### config.mk
export PLATFORM = sky130hd
export DESIGN_NAME = cpu_core_p
export DESIGN_NICKNAME = d
export VERILOG_FILES = /design/src/rtl/cpu_pkg.sv /design/src/rtl/cpu_regfile.sv /design/src/rtl/cpu_core_p.sv
export SDC_FILE = /design/constraint.sdc
export NUM_CORES = 1
export LEC_CHECK = 0
export BUFFER_PORTS_ARGS = -buffer_cell sky130_fd_sc_hd__clkbuf_2
export CELL_PAD_IN_SITES_DETAIL_PLACEMENT = 1
export CELL_PAD_IN_SITES_GLOBAL_PLACEMENT = 1
export CORE_MARGIN = 3
export CORE_UTILIZATION = 40
export DETAILED_ROUTE_END_ITERATION = 7
export PLACE_DENSITY_LB_ADDON = 0.1
export SLEW_MARGIN = 20
export SYNTH_ARGS = -nofsm -noshare
export SYNTH_HDL_FRONTEND = slang
export SYNTH_HIERARCHICAL = 1
export SYNTH_SLANG_ARGS = --single-unit
### constraint.sdc
create_clock -name clk -period 5.7 [get_ports clk]
set_input_delay 0.57 -clock clk [delete_from_list [all_inputs] [get_ports clk]]
set_output_delay 0.57 -clock clk [all_outputs]
set_load 0.1 [all_outputs]
### src/rtl/cpu_pkg.sv
// Shared encodings for the parametrised accumulator CPU core: FSM states,
// instruction field values and the ROM/RAM select levels.
package cpu_pkg;

  typedef enum logic [2:0] {
    ST_RESET   = 3'd0,
    ST_FETCH_A = 3'd1,
    ST_FETCH_D = 3'd2,
    ST_EXEC    = 3'd3,
    ST_MEM_A   = 3'd4,
    ST_MEM_D   = 3'd5
  } state_e;

  // ALU sub-opcode, instr[5:3] when instr[7:6] == PFX_ALU
  localparam logic [2:0] ALU_ADD  = 3'd0;
  localparam logic [2:0] ALU_SUB  = 3'd1;
  localparam logic [2:0] ALU_AND  = 3'd2;
  localparam logic [2:0] ALU_OR   = 3'd3;
  localparam logic [2:0] ALU_XOR  = 3'd4;
  localparam logic [2:0] ALU_MOVA = 3'd5;
  localparam logic [2:0] ALU_MOVR = 3'd6;
  localparam logic [2:0] ALU_CLR  = 3'd7;

  localparam logic [1:0] PFX_ALU = 2'b01;
  localparam logic [2:0] PFX_LDI = 3'b100;
  localparam logic [3:0] PFX_MEM = 4'b1010;
  localparam logic [1:0] PFX_JZ  = 2'b11;

  localparam logic SEL_ROM = 1'b0;
  localparam logic SEL_RAM = 1'b1;

  // Register selector shared by ALU, LD and ST encodings
  function automatic logic [2:0] reg_sel(input logic [7:0] instr);
    return instr[2:0];
  endfunction

endpackage

### src/rtl/cpu_regfile.sv
// General register file: one combinational read port, one synchronous write
// port. Indices at or above NREGS read as zero and swallow writes.
module cpu_regfile
  import cpu_pkg::*;
#(
  parameter int BITS  = 8,
  parameter int NREGS = 8
) (
  input  logic            clk,
  input  logic            reset,
  input  logic [2:0]      rd_idx,
  output logic [BITS-1:0] rd_data,
  input  logic            wr_en,
  input  logic [2:0]      wr_idx,
  input  logic [BITS-1:0] wr_data
);

  logic [BITS-1:0]  regs_q [NREGS];
  logic [NREGS-1:0] wr_sel;

  genvar gi;
  generate
    for (gi = 0; gi < NREGS; gi++) begin : g_sel
      assign wr_sel[gi] = wr_en && (wr_idx == 3'(gi));
    end
  endgenerate

  always_ff @(posedge clk) begin
    for (int i = 0; i < NREGS; i++) begin
      if (reset) begin
        regs_q[i] <= '0;
      end else if (wr_sel[i]) begin
        regs_q[i] <= wr_data;
      end
    end
  end

  // Decoded read keeps unimplemented indices at zero without indexing past the array
  always_comb begin
    rd_data = '0;
    for (int i = 0; i < NREGS; i++) begin
      if (rd_idx == 3'(i)) begin
        rd_data = regs_q[i];
      end
    end
  end

endmodule

### src/rtl/cpu_core_p.sv
// Parametrised accumulator CPU core driving one multiplexed address/data bus
// with a valid/ready handshake; FSM, decode and ALU live here.
module cpu_core_p
  import cpu_pkg::*;
#(
  parameter int BITS    = 8,
  parameter int PC_BITS = 8,
  parameter int NREGS   = 8
) (
  input  logic               clk,
  input  logic               reset,
  input  logic [BITS-1:0]    bus_in,
  input  logic               bus_ready,
  output logic [BITS-1:0]    bus_out,
  output logic               bus_valid,
  output logic               addr_data,
  output logic               rom_ram,
  output logic               bus_we,
  output logic [PC_BITS-1:0] pc_out,
  output logic [BITS-1:0]    acc_out
);

  state_e             state_q, state_d;
  logic [PC_BITS-1:0] pc_q, pc_d;
  logic [BITS-1:0]    acc_q, acc_d;
  logic [7:0]         instr_q, instr_d;

  logic [BITS-1:0]    rf_rd;
  logic               rf_we;
  logic [BITS-1:0]    alu_res;
  logic [BITS-1:0]    pc_ext;
  logic [PC_BITS-1:0] jz_off;
  logic signed [5:0]  jz_imm;
  logic [2:0]         alu_op;
  logic               is_alu, is_ldi, is_mem, is_st, is_jz;

  cpu_regfile #(
    .BITS  (BITS),
    .NREGS (NREGS)
  ) u_regfile (
    .clk     (clk),
    .reset   (reset),
    .rd_idx  (reg_sel(instr_q)),
    .rd_data (rf_rd),
    .wr_en   (rf_we),
    .wr_idx  (reg_sel(instr_q)),
    .wr_data (acc_q)
  );

  assign alu_op = instr_q[5:3];
  assign is_alu = (instr_q[7:6] == PFX_ALU);
  assign is_ldi = (instr_q[7:5] == PFX_LDI);
  assign is_mem = (instr_q[7:4] == PFX_MEM);
  assign is_st  = is_mem && instr_q[3];
  assign is_jz  = (instr_q[7:6] == PFX_JZ);

  // Signed size cast sign-extends the 6-bit branch offset to the PC width
  assign jz_imm = $signed(instr_q[5:0]);
  assign jz_off = PC_BITS'(jz_imm);
  assign pc_ext = BITS'(pc_q);

  assign pc_out  = pc_q;
  assign acc_out = acc_q;

  always_comb begin
    alu_res = acc_q;
    case (alu_op)
      ALU_ADD:  alu_res = acc_q + rf_rd;
      ALU_SUB:  alu_res = acc_q - rf_rd;
      ALU_AND:  alu_res = acc_q & rf_rd;
      ALU_OR:   alu_res = acc_q | rf_rd;
      ALU_XOR:  alu_res = acc_q ^ rf_rd;
      ALU_MOVA: alu_res = rf_rd;
      ALU_MOVR: alu_res = acc_q;
      ALU_CLR:  alu_res = '0;
      default:  alu_res = acc_q;
    endcase
  end

  always_ff @(posedge clk) begin
    if (reset) begin
      state_q <= ST_RESET;
      pc_q    <= '0;
      acc_q   <= '0;
      instr_q <= '0;
    end else begin
      state_q <= state_d;
      pc_q    <= pc_d;
      acc_q   <= acc_d;
      instr_q <= instr_d;
    end
  end

  // Bus outputs depend only on state and stable registers, so they hold
  // steady for as long as the target keeps bus_ready low.
  always_comb begin
    state_d   = state_q;
    pc_d      = pc_q;
    acc_d     = acc_q;
    instr_d   = instr_q;
    rf_we     = 1'b0;
    bus_valid = 1'b0;
    addr_data = 1'b1;
    rom_ram   = SEL_ROM;
    bus_we    = 1'b0;
    bus_out   = '0;

    case (state_q)
      ST_RESET: begin
        state_d = ST_FETCH_A;
      end

      ST_FETCH_A: begin
        bus_valid = 1'b1;
        bus_out   = pc_ext;
        if (bus_ready) begin
          state_d = ST_FETCH_D;
        end
      end

      ST_FETCH_D: begin
        bus_valid = 1'b1;
        addr_data = 1'b0;
        bus_out   = pc_ext;
        if (bus_ready) begin
          instr_d = bus_in[7:0];
          state_d = ST_EXEC;
        end
      end

      ST_EXEC: begin
        pc_d    = pc_q + PC_BITS'(1);
        state_d = ST_FETCH_A;
        if (is_alu) begin
          if (alu_op == ALU_MOVR) begin
            rf_we = 1'b1;
          end else begin
            acc_d = alu_res;
          end
        end else if (is_ldi) begin
          acc_d = BITS'(instr_q[4:0]);
        end else if (is_mem) begin
          state_d = ST_MEM_A;
        end else if (is_jz && (acc_q == '0)) begin
          pc_d = pc_q + jz_off;
        end
      end

      ST_MEM_A: begin
        bus_valid = 1'b1;
        rom_ram   = SEL_RAM;
        bus_out   = rf_rd;
        if (bus_ready) begin
          state_d = ST_MEM_D;
        end
      end

      ST_MEM_D: begin
        bus_valid = 1'b1;
        addr_data = 1'b0;
        rom_ram   = SEL_RAM;
        if (is_st) begin
          bus_we  = 1'b1;
          bus_out = acc_q;
        end else begin
          bus_out = rf_rd;
        end
        if (bus_ready) begin
          if (!is_st) begin
            acc_d = bus_in;
          end
          state_d = ST_FETCH_A;
        end
      end

      default: begin
        state_d = ST_RESET;
      end
    endcase
  end

endmodule

# Word-level counts from Yosys, hierarchy flattened
# Memory sizes are Yosys's and may differ from the RTL's.
# Cells that the tools add are included.
[totals] reg_bits=27 ramBits=64 inputBits=11 output_inout_bits=28 wordCells=143 n_memories=1
[op_classes] n_addsub=4 eq_ne=30 mux=71 bitwise=11 reduce_logical=22
[memory_table] memory="u_regfile.regs_q" depth=8 width=8 read_ports=8 rd_clocked_by_memory_dff=0 wr=8 line="cpu_regfile.sv:18" text="logic [BITS-1:0] regs_q [NREGS];"
[ops] operator="$mux W8" count=26
[ops] operator="$pmux W8 S7" count=1
[ops] operator="$mux W1" count=34
[ops] operator="$eq A3 B3 Y1 const B" count=11
[ops] operator="$pmux W8 S3" count=1
[ops] operator="$mux W3" count=7
[ops] operator="$eq A3 B2 Y1 const B" count=6
[ops] operator="$pmux W3 S6" count=1
[ops] operator="$add A8 B8 Y8" count=2
[ops] operator="$pmux W8 S2" count=1
[ops] operator="$logic_and A1 B1 Y1" count=10
[ops] operator="$ne A2 B2 Y1 const B" count=5
[ops] operator="$eq A3 B1 Y1 const B" count=3
[ops] operator="$logic_not A3 Y1" count=3
[ops] operator="$add A8 B1 Y8 const B" count=1
[ops] operator="$and A8 B8 Y8" count=1
[ops] operator="$logic_not A8 Y1" count=1
[ops] operator="$or A1 B1 Y1" count=8
[ops] operator="$or A8 B8 Y8" count=1
[ops] operator="$sub A8 B8 Y8" count=1
[ops] operator="$xor A8 B8 Y8" count=1
[ops] operator="$ne A3 B3 Y1 const B" count=2
[ops] operator="$reduce_or A2 Y1" count=3
[ops] operator="$reduce_and A5 Y1" count=1
[ops] operator="other kinds (7)" count=7

# Logic depth before layout (Yosys ltp)
# Gate-level depths: netlist of run 1.
[logic_depth] depth_word=14 mapped_depth=15 mapped_depth_nobuf=13

# By module
# Netlist of run 1, hierarchy kept.
[by_module_without_submodules] module="cpu_regfile" n_inst=1 cells_each=195 area_each_um2=2987.9 seq_area_each_um2=1921.8
[by_module_without_submodules] module="cpu_core_p" n_inst=1 cells_each=364 area_each_um2=2811.4 seq_area_each_um2=540.5

# Worst setup path after synthesis of run 1
# OpenSTA, ideal clock, no wires.
[synth_timing] kind="register to output" from="reg state_q[1]" to="out bus_out[1]" arrival_ns=2.736 required_ns=5.130 setup_slack_ns=2.394 stages_incl_launch_ff=10 path_buffers=3 path_cell_list="dfxtp_1 > buf_4 > nand2b_4 > inv_2 > and2_1 > buf_6 > and3_1 > buf_2 > a222oi_1 > inv_1"
[synth_between] elab_chain_len=3 elab_cells_between_ends=6 cone_classes="eq/ne: 4; mux: 1; reduce/logical: 1"
[synth_lines] item="start: declaration" line="cpu_core_p.sv:23" text="state_e state_q, state_d;"
[synth_lines] item="start signal: assignment" line="cpu_core_p.sv:87" text="state_q <= state_d;"
[synth_lines] item="$eq A3 B2 Y1 or $eq A3 B1 Y1 (tied branches)" line="cpu_core_p.sv:108" text="case (state_q)"
[synth_lines] item="$reduce_or A2 Y1 (no source line)"
[synth_lines] item="$pmux W8 S3 *" line="cpu_core_p.sv:108"
[synth_lines] item="end: declaration" line="cpu_core_p.sv:14" text="output logic [BITS-1:0] bus_out,"
# Mark *: on every way between the ends. The rest lies on a longest branch, timed or not.

# Worst setup path after layout of run 1
[layout_timing] from="reg instr_q[5]" to="out bus_out[3]"
[layout_between] elab_chain_len=4
[layout_lines] item="start: declaration" line="cpu_core_p.sv:26" text="logic [7:0] instr_q, instr_d;"
[layout_lines] item="start signal: assignment" line="cpu_core_p.sv:90" text="instr_q <= instr_d;"
[layout_lines] item="$eq A4 B4 Y1" line="cpu_core_p.sv:53" text="assign is_mem = (instr_q[7:4] == PFX_MEM);"
[layout_lines] item="$logic_and A1 B1 Y1" line="cpu_core_p.sv:54" text="assign is_st = is_mem && instr_q[3];"
[layout_lines] item="$mux W8" line="cpu_core_p.sv:162" text="if (is_st) begin"
[layout_lines] item="$pmux W8 S3" line="cpu_core_p.sv:108"
# Every way passes these cells.

==> flow_summary_export.csv, run 1 <==
group,metric,value,unit
run_status,outcome,"complete, no violations",
floorplan,die_h,126,um
clock_tree,h-tree-depth,3,
layout,layout-drive-gt1-share,0.143,
timing,layout_setup_ws,1.88,ns
timing,final-setup-viol-count,0,
power_and_ir_drop,vdd_drop_max,193,uV
worst_setup_path,cp-end-kind,"output port",
grt,grt-ovfl-total,0,
yosys,ys_types,67,
placed_design,dp_cells,745,
floorplan,dieArea,0.0160,mm^2
grt,grt_pass1_vias,4825,
layout,fin_area,0.00638,mm^2
layout,layout_commonest_cell,"nor3_1",
placed_design,dpl-instance-area,0.00606,mm^2
yosys,async_reset_ff_frac,0,
yosys,syn_inst,559,
floorplan,die_w,126,um
worst_setup_path,start_kind,"flop",
grt,grt_usage,0.224,
layout,final_core_util,0.455,
detailed_routing,routedWlPerCell,22.9,um
yosys,ys_seq_area_frac,0.425,
floorplan,core-area,0.0140,mm^2
grt,antenna_found_initial,0,
worst_setup_path,worst-path-max-fanout,17,
timing,timing.fmax,262,MHz
yosys,synth_nets,604,
timing,finalCritPeriodShare,0.670,
placed_design,numPortBuffers,38,
yosys,ys.flop_type,"edfxtp_1",
layout,fill_cells,1541,
layout,area_delta_synth_final,10.1,%
yosys,syn_area,0.00580,mm^2
yosys,ys_ff_latch,91,
clock_tree,cts_resized,0,
power_and_ir_drop,leakage,2.30,nW
timing,holdWs,0.482,ns
detailed_routing,vias_per_cell,6.03,
worst_setup_path,crit_type,"reg2out",
clock_tree,post_cts_buffers,0,
worst_setup_path,rrSetupSlack,1.92,ns
placed_design,pre_cts_slack,1.94,ns
clock_tree,root_buffer,"clkbuf_16",
timing,tns,0,ns
grt,grt_pass1_wl,27800,um
grt,grt_max_degree,38,
timing,period_needed,3.82,ns
clock_tree,worst_setup_hold_path_clk_slew,0.08,ns
timing,fin_worst_skew,0.0101,ns
detailed_routing,drtIter0Drc,347,
yosys,synth_warnings,6,
detailed_routing,wl,17400,um
clock_tree,cts.sinks,91,
timing,slew_headroom,0.275,
detailed_routing,drt_drc_violations_left,0,
power_and_ir_drop,p_per_area,249,mW/mm^2
clock_tree,clockBufferDepth,2,
detailed_routing,ant_nets,0,
clock_tree,clock_latency,0.36,ns
floorplan,start_util,0.413,
flow_run,drv_cap,0,
layout,antennaDiodeCount,0,
clock_tree,holdBufCountCts,0,
layout,most-common-layout-cells,"76 x nor3_1, 64 x edfxtp_1, 38 x nor2_1, 38 x clkbuf_2",
power_and_ir_drop,finalPower,1.59,mW
clock_tree,cts_buffers,9,
timing,finalMaxSlewViolations,0,
layout,final_nets,621,
worst_setup_path,arrival,3.25,ns
placed_design,dp_hpwl,12400,um
timing,hold_viol_final,0,
floorplan,rows,43,
floorplan,ioPinCount,39,
worst_setup_path,cp.required,5.13,ns
detailed_routing,via_count,4587,
yosys,synth_edf_count,64,
placed_design,place_congestion,0.873,
layout,final_cells,761,
detailed_routing,drtPass1Iterations,5,
yosys,avgSynthCellArea,10.4,um^2
timing,rsz0062_at_grt,"no",
min_path,hp-class,"in2reg",
timing,worst_pin_slew,1.09,ns
clock_tree,cts_tree,"built",
## logic make-up after synthesis
group	count (synthesis)	synth area share
simple gates	179	0.160
compound gates	125	0.149
flops	91	0.425
buf+inv	78	0.0589
fa+ha+maj	35	0.0777
mux	32	0.101
xor+xnor	19	0.0287
## path summary, 6_finish.rpt
path,from,endpoint,cells after the start
min reg2reg,pc_out[7],pc_out[7],2
min,bus_in[5],instr_q[5],3
max,instr_q[5],bus_out[3],7
max reg2reg,instr_q[2],acc_out[5],12
## registers in the layout, summed over array words and instances (netlist names)
signal            flops
acc_out               8
instr_q               8
pc_out                8
state_q               3
u_regfile/regs_q     64
## critical path: stages, from the launching register on
cell and delay, ns:
dfxtp_1 0.31, buf_4 0.25, nor2b_1 0.68, and3b_4 0.38
a31oi_1 0.29, a222oi_1 0.51, inv_1 0.08, clkbuf_2 0.38
## cell usage after synthesis (all sizes together) (2+ instances only)
cell type / count / area, um^2
nor3: 76 / 380
edfxtp: 64 / 1920
nor2: 41 / 166
inv: 33 / 124
ha: 32 / 400
a21oi: 28 / 140
dfxtp: 27 / 541
o21ai: 21 / 105
buf: 19 / 120
clkbuf: 18 / 67.6
mux4: 16 / 417
nand2: 15 / 56.3
xnor2: 13 / 114
a31oi: 12 / 75.1
a221oi: 11 / 96.3
nand2b: 10 / 70.1
a222oi: 8 / 80.1
clkinv: 8 / 30.0
mux2: 8 / 90.1
mux2i: 8 / 80.1
o21bai: 8 / 60.1
a211oi: 7 / 65.1
nand3: 7 / 35.0
o211ai: 7 / 52.6
nand3b: 6 / 45.0
nor2b: 6 / 37.5
xor2: 6 / 52.6
or2: 5 / 31.3
a21o: 3 / 22.5
o21a: 3 / 22.5
o221ai: 3 / 26.3
o22ai: 3 / 18.8
a22oi: 2 / 15.0
and3b: 2 / 21.3
fa: 2 / 40.0
o221a: 2 / 22.5
## final cells by class
type / instances / area, um^2 / share of cell area
Timing Repair Buffer: 43 / 228 / 0.0357
Clock inverter: 7 / 92.6 / 0.0145
Sequential cell: 91 / 2460 / 0.386
Multi-Input combinational cell: 390 / 3000 / 0.469
Tap cell: 180 / 225 / 0.0353
Clock buffer: 9 / 225 / 0.0353
Inverter: 41 / 154 / 0.0241
## routing by layer
layer | wire (um) | vias to the layer above | GRT usage
met5 | 0 | - | 0
met4 | 427 | 0 | 0.0719
met3 | 696 | 29 | 0.0417
met2 | 8730 | 118 | 0.385
met1 | 7580 | 2274 | 0.287
li1 | - | 2166 | -
## report_power, final
part | internal [mW] | total (mW) | switching, mW | leakage [nW]
sequential | 0.725 | 0.740 | 0.0157 | 0.879
combinational | 0.0685 | 0.208 | 0.139 | 1.27
clock | 0.353 | 0.643 | 0.290 | 0.156
total | 1.15 | 1.59 | 0.445 | 2.30
No activity file was read; power rests on OpenSTA's default activity.
==> run 2: changes to the inputs <==
--- a/config.mk
+++ b/config.mk
@@ -5,6 +5,7 @@
 export SDC_FILE = /design/constraint.sdc
 export NUM_CORES = 1
 export LEC_CHECK = 0
+export ABC_AREA = 1
 export BUFFER_PORTS_ARGS = -buffer_cell sky130_fd_sc_hd__clkbuf_2
 export CELL_PAD_IN_SITES_DETAIL_PLACEMENT = 1
 export CELL_PAD_IN_SITES_GLOBAL_PLACEMENT = 1
==> constraint.sdc (replaced) <==
create_clock -name clk -period 3.7 [get_ports clk]
set_input_delay 0.37 -clock clk [delete_from_list [all_inputs] [get_ports clk]]
set_output_delay 0.37 -clock clk [all_outputs]
set_load 0.1 [all_outputs]
==> run 2 against run 1 <==
Combinational power rose to 5.2 times the previous value. Sequential power up 65%. Synthesized cell count up 42%. Via count up 22%. Utilization up 0.79 points. Non-clock buffer count up 6. Synthesized area up 5.0%. Routed wire length up 11%. Critical path type is now reg2reg. Critical endpoint is now acc_out[7]. Largest cell class unchanged.
==> flow_summary_export.csv, run 2 <==
group,metric,value,unit
clock_tree,cts_buffers,9,
clock_tree,cts.sinks,91,
timing,fin_worst_skew,0.0107,ns
timing,final-setup-viol-count,0,
detailed_routing,vias_per_cell,5.45,
placed_design,dp_cells,1008,
yosys,synth_nets,837,
layout,final_core_util,0.462,
power_and_ir_drop,power_frac_seq,0.373,
clock_tree,worst_setup_hold_path_clk_slew,0.07,ns
timing,slew_headroom,0.464,
worst_setup_path,start_kind,"flop",
power_and_ir_drop,comb_power_share,0.333,
grt,grt_usage,0.243,
worst_setup_path,crit_type,"reg2reg",
timing,timing.fmax,306,MHz
grt,grt_pass1_wl,31200,um
yosys,synth-xor-area-share,0.0201,
detailed_routing,via_count,5583,
clock_tree,clockBufferDepth,2,
placed_design,numPortBuffers,38,
yosys,synth_edf_count,64,
layout,antennaDiodeCount,0,
yosys,synthTopCellsByCount,"178 x nand2_1, 126 x nor2_1, 103 x inv_1",
detailed_routing,routedWlPerCell,18.9,um
run_status,outcome,"complete, no violations",
layout,area_delta_synth_final,11.7,%
timing,rsz0062_at_grt,"no",
yosys,ys_types,39,
grt,grt_pass1_vias,5830,
clock_tree,root_buffer,"clkbuf_16",
timing,tns,0,ns
floorplan,core-area,0.0147,mm^2
power_and_ir_drop,p_int,1.97,mW
power_and_ir_drop,p_sw,1.29,mW
flow_run,drv_cap,0,
floorplan,die_w,129,um
floorplan,dieArea,0.0167,mm^2
layout,layout-drive-gt1-share,0.120,
detailed_routing,wl,19400,um
yosys,synth_top_area_cell,"edfxtp_1",
layout,layout_commonest_cell,"nand2_1",
worst_setup_path,cp.required,3.94,ns
yosys,synthSimpleGateAreaFrac,0.328,
yosys,syn_area,0.00609,mm^2
layout,final_nets,880,
yosys,ys_ff_latch,91,
floorplan,ioPinCount,39,
layout,fill_cells,1862,
power_and_ir_drop,vdd_drop_max,387,uV
floorplan,start_util,0.414,
yosys,ys.flop_type,"edfxtp_1",
yosys,synth_fa_ha_area_frac,0.0723,
yosys,async_reset_ff_frac,0,
timing,hold_viol_final,0,
layout,largest_register,"u_regfile/regs_q",
placed_design,dp_hpwl,15200,um
yosys,synthMuxAreaShare,0,
timing,worst_pin_slew,0.799,ns
detailed_routing,drt_drc_violations_left,0,
placed_design,place_congestion,0.909,
worst_setup_path,arrival,3.50,ns
detailed_routing,ant_nets,0,
clock_tree,cts_tree,"built",
power_and_ir_drop,leakage,2.91,nW
timing,period_needed,3.27,ns
yosys,ys_seq_area_frac,0.404,
layout,final_cells,1024,
yosys,syn_inst,792,
worst_setup_path,rrSetupSlack,0.43,ns
worst_setup_path,cp-end-kind,"flop",
floorplan,rows,44,
layout,most-common-layout-cells,"178 x nand2_1, 126 x nor2_1, 101 x inv_1",
yosys,synth_top_area_frac,0.316,
detailed_routing,drtPass1Iterations,5,
worst_setup_path,worst-path-max-fanout,21,
yosys,synth.most_common_cell,"nand2_1",
power_and_ir_drop,p_sw_frac,0.396,
grt,grt_max_degree,25,
clock_tree,h-tree-depth,3,
yosys,synth_compound_area_frac,0.0884,
layout,seq_area,0.00246,mm^2
power_and_ir_drop,p_per_area,479,mW/mm^2
timing,finalCritPeriodShare,0.883,
layout,largest_reg_flops,64,
floorplan,die_h,129,um
yosys,synth_top_family_by_area,"simple AND/OR/NAND/NOR gates",
detailed_routing,drtIter0Drc,321,
timing,finalMaxSlewViolations,0,
yosys,synth_area_leaders,"edfxtp_1 32%, nand2_1 11%, dfxtp_1 8.9%, nor2_1 7.8%, ha_1 6.6%",
yosys,synth_warnings,6,
grt,antenna_found_initial,0,
min_path,hp-class,"in2reg",
grt,grt-ovfl-total,0,
layout,multi_input_area,0.00310,mm^2
power_and_ir_drop,p_clk_frac,0.293,
yosys,avgSynthCellArea,7.69,um^2
clock_tree,clock_latency,0.35,ns
run 2: cell count changes after synthesis, moves of 44 or more:
| cell | previous run | this run |
|---|---|---|
| inv_1 | 32 | 103 |
| nand2_1 | 15 | 178 |
| nand3_1 | 7 | 51 |
| nand4_1 | 1 | 55 |
| nor2_1 | 38 | 126 |
| nor3_1 | 76 | 4 |
run 2: worst max-delay path: stages, from the launching register on:
cell and delay (ns):
dfxtp_2 0.39, buf_4 0.23, nand4_1 0.12, nand4_1 0.11
nor2_1 0.10, nand4_1 0.18, inv_2 0.16, ha_1 0.16
inv_1 0.05, nor3_1 0.13, inv_1 0.08, o31ai_1 0.26
xor2_1 0.18, inv_1 0.06, ha_1 0.32, a21o_1 0.19
nor2_1 0.09, nand2_1 0.07, nand3_1 0.07, nand3_1 0.09
nand2_1 0.07, a21oi_1 0.05
run 2: logic make-up after synthesis:
| family | Yosys count |
|---|---|
| and+or+nand+nor | 436 |
| buffers and inverters | 127 |
| DFF | 91 |
| AOI/OAI and AO/OA | 90 |
| adders and majority gates | 34 |
| xor gates and xnor gates | 14 |
run 2: path summary, 6_finish.rpt:
path,startpoint,endpoint,depth (start not counted)
worst max-delay path,instr_q[1],acc_out[7],21
worst min-delay path,bus_in[7],instr_q[7],3
worst max register to register,instr_q[1],acc_out[7],21
worst min register to register,pc_out[5],pc_out[5],2
run 2: through the flow:
| step | setup WS, ns | hold WS, ns | area (um^2) | power (mW) |
|---|---|---|---|---|
| CTS | 0.191 | 0.267 | 6790 | 3.28 |
| global placement | 0.371 | 0.520 | 6490 | 2.28 |
| floorplan | 0.460 | 0.439 | 6090 | 2.02 |
| detailed placement | 0.238 | 0.537 | 6490 | 2.31 |
| finish | 0.433 | 0.276 | 6800 | 3.26 |
| global route | 0.00879 | 0.296 | 6800 | 3.45 |
run 2: area by class of cell:
| class | instances | area share |
|---|---|---|
| repair buffers | 49 | 0.0407 |
| well taps | 184 | 0.0339 |
| clock buffers | 10 | 0.0337 |
| clock inverters | 6 | 0.0109 |
| multi-input cells | 574 | 0.456 |
| inverters | 110 | 0.0626 |
| flip-flops and latches | 91 | 0.363 |
run 2: power by group through the flow:
stage	sequential, mW	clock [mW]	combinational [mW]
after floorplan	1.28	0	0.746
after global placement	1.23	0	1.05
after detailed placement	1.24	0	1.08
after CTS	1.21	0.981	1.08
after global routing	1.22	1.02	1.21
final	1.22	0.956	1.09
run 2: per-layer routing:
layer | wire length, um | part of all wire | track usage | up-vias
li1 | - | - | - | 2739
met1 | 8560 | 0.44 | 0.307 | 2690
met2 | 9610 | 0.50 | 0.426 | 120
met3 | 663 | 0.034 | 0.0354 | 34
met4 | 546 | 0.028 | 0.0859 | 0
met5 | 0 | 0 | 0 | -
run 2: what timing repair did:
item                                    4_1_cts  5_1_grt
endpoints found under the setup margin        0        5
gates resized for setup                       0        5
buffers inserted                              0        0
hold buffers                                  0        0
endpoints found under the hold margin         0        0
==> run 3: changes to the inputs <==
--- a/config.mk
+++ b/config.mk
@@ -12,6 +12,7 @@
 export CORE_MARGIN = 3
 export CORE_UTILIZATION = 40
 export DETAILED_ROUTE_END_ITERATION = 7
+export MAX_ROUTING_LAYER = met4
 export PLACE_DENSITY_LB_ADDON = 0.1
 export SLEW_MARGIN = 20
 export SYNTH_ARGS = -nofsm -noshare
==> run 3 against run 2 <==
Via count about the same. Worst setup slack got worse by 0.074 ns. Non-clock buffer count unchanged. Combinational power about the same. Final cell count decreased by 0.20%. Count of clock-buffer cells in the layout decreased by 1. Largest cell class unchanged. Hold slack got worse by 0.0013 ns. Design area decreased by 0.55%. Critical endpoint is now acc_out[4]. Sequential share of layout area increased by 0.20 points.
==> flow_summary_export.csv, run 3 (same netlist as run 2, synthesis figures left out) <==
group,metric,value,unit
power_and_ir_drop,vdd_drop_max,283,uV
layout,layout-drive-gt1-share,0.121,
worst_setup_path,critPathLaunch,"instr_q[2]",
timing,holdWs,0.275,ns
timing,tns,0,ns
timing,fin_worst_skew,0.0142,ns
layout,largest_register,"u_regfile/regs_q",
timing,worst_pin_slew,0.837,ns
worst_setup_path,cp-end-kind,"flop",
floorplan,die_w,129,um
placed_design,numPortBuffers,38,
clock_tree,clockBufferDepth,2,
clock_tree,cts.sinks,91,
detailed_routing,wl,19400,um
floorplan,core-area,0.0147,mm^2
timing,slew_headroom,0.438,
layout,most-common-layout-cells,"178 x nand2_1, 126 x nor2_1, 101 x inv_1",
timing,final-setup-viol-count,0,
floorplan,start_util,0.414,
detailed_routing,ant_nets,0,
layout,area_delta_synth_final,11.0,%
power_and_ir_drop,p_per_area,469,mW/mm^2
flow_run,drv_cap,0,
floorplan,dieArea,0.0167,mm^2
worst_setup_path,arrival,3.63,ns
worst_setup_path,cp.required,3.99,ns
power_and_ir_drop,leakage,2.88,nW
layout,final_nets,880,
clock_tree,h-tree-depth,3,
worst_setup_path,start_kind,"flop",
floorplan,ioPinCount,39,
min_path,hp-start,"bus_in[7]",
detailed_routing,drt_drc_violations_left,0,
grt,grt_usage,0.248,
timing,finalMaxSlewViolations,0,
grt,antenna_found_initial,0,
detailed_routing,drtPass1Iterations,5,
placed_design,dp_hpwl,15100,um
grt,grt_pass1_wl,31300,um
grt,grt-ovfl-total,0,
clock_tree,cts_buffers,9,
placed_design,place_congestion,0.922,
layout,antennaDiodeCount,0,
detailed_routing,vias_per_cell,5.46,
detailed_routing,drtIter0Drc,430,
run_status,outcome,"complete, no violations",
worst_setup_path,r2r_start,"instr_q[2]",
timing,rsz0062_at_grt,"no",
floorplan,rows,44,
clock_tree,clock_latency,0.36,ns
clock_tree,cts_tree,"built",
grt,grt_max_degree,23,
clock_tree,worst_setup_hold_path_clk_slew,0.07,ns
placed_design,dpl-instance-area,0.00649,mm^2
timing,timing.fmax,299,MHz
clock_tree,root_buffer,"clkbuf_16",
detailed_routing,via_count,5584,
detailed_routing,routedWlPerCell,19.0,um
grt,grt_pass1_vias,5725,
timing,hold_viol_final,0,
worst_setup_path,worst-path-max-fanout,22,
floorplan,die_h,129,um
layout,layout_commonest_cell,"nand2_1",
min_path,hp-class,"in2reg",
layout,fill_cells,1870,
layout,fin_area,0.00676,mm^2
layout,largest_reg_flops,64,
clock_tree,post_cts_buffers,0,
timing,finalCritPeriodShare,0.903,
timing,period_needed,3.34,ns
worst_setup_path,crit_type,"reg2reg",
## run 3: per-layer routing
metal,GRT usage,share of wire,wire (um),up-vias
li1,-,-,-,2729
met1,0.313,0.46,8950,2700
met2,0.413,0.48,9330,118
met3,0.0276,0.028,548,37
met4,0.0896,0.029,553,0
met5,-,0,0,-
## run 3: area by class of cell
| type | instances | area [um^2] | share of cell area |
|---|---|---|---|
| clock inverters | 5 | 40.0 | 0.00592 |
| clock buffers | 9 | 225 | 0.0333 |
| multi-input cells | 574 | 3100 | 0.458 |
| inverters | 110 | 425 | 0.0629 |
| flip-flops and latches | 91 | 2460 | 0.365 |
| well taps | 184 | 230 | 0.0341 |
| repair buffers | 49 | 277 | 0.0409 |
## run 3: path summary, 6_finish.rpt
check,end,slack [ns],depth (start not counted)
worst max register to register,acc_out[4],0.36,23
worst min-delay path,instr_q[7],0.27,3
worst max-delay path,acc_out[4],0.36,23
worst min register to register,pc_out[5],0.55,2
## run 3: through the flow
step / worst slack, ns / total power, mW / utilization / instances
global placement: 0.369 / 2.28 / 0.441 / 1008
floorplan: 0.460 / 2.02 / - / 792
global route: 0.000644 / 3.35 / 0.460 / 1022
CTS: 0.177 / 3.18 / 0.459 / 1022
finish: 0.359 / 3.17 / 0.460 / 1022
detailed placement: 0.207 / 2.32 / 0.441 / 1008
## run 3: where the power goes
| part | switching, mW | internal (mW) | leakage (nW) | total, mW |
|---|---|---|---|---|
| registers | 0.0747 | 1.14 | 0.880 | 1.21 |
| clock network | 0.415 | 0.452 | 0.120 | 0.867 |
| logic | 0.796 | 0.294 | 1.88 | 1.09 |
## run 3: critical path: stages (launching register included)
cell	delay [ns]
dfxtp_1	0.34
inv_2	0.18
buf_4	0.25
nand3_1	0.11
nand4_1	0.13
nor2_1	0.11
nand4_1	0.23
inv_1	0.22
nand3_1	0.11
nand2_1	0.15
xor2_1	0.18
inv_1	0.06
ha_1	0.34
nand2_1	0.09
nand2_1	0.06
inv_1	0.07
nand2_1	0.06
nand2_1	0.07
nand3_1	0.11
nand2_1	0.11
nand2_1	0.05
nand2_1	0.06
nand2_1	0.06
a21oi_2	0.11
## run 3: repair_timing
item / CTS / global route
endpoints found under the setup margin: 0 / 5
hold buffers: 0 / 0
resized for setup: 0 / 5
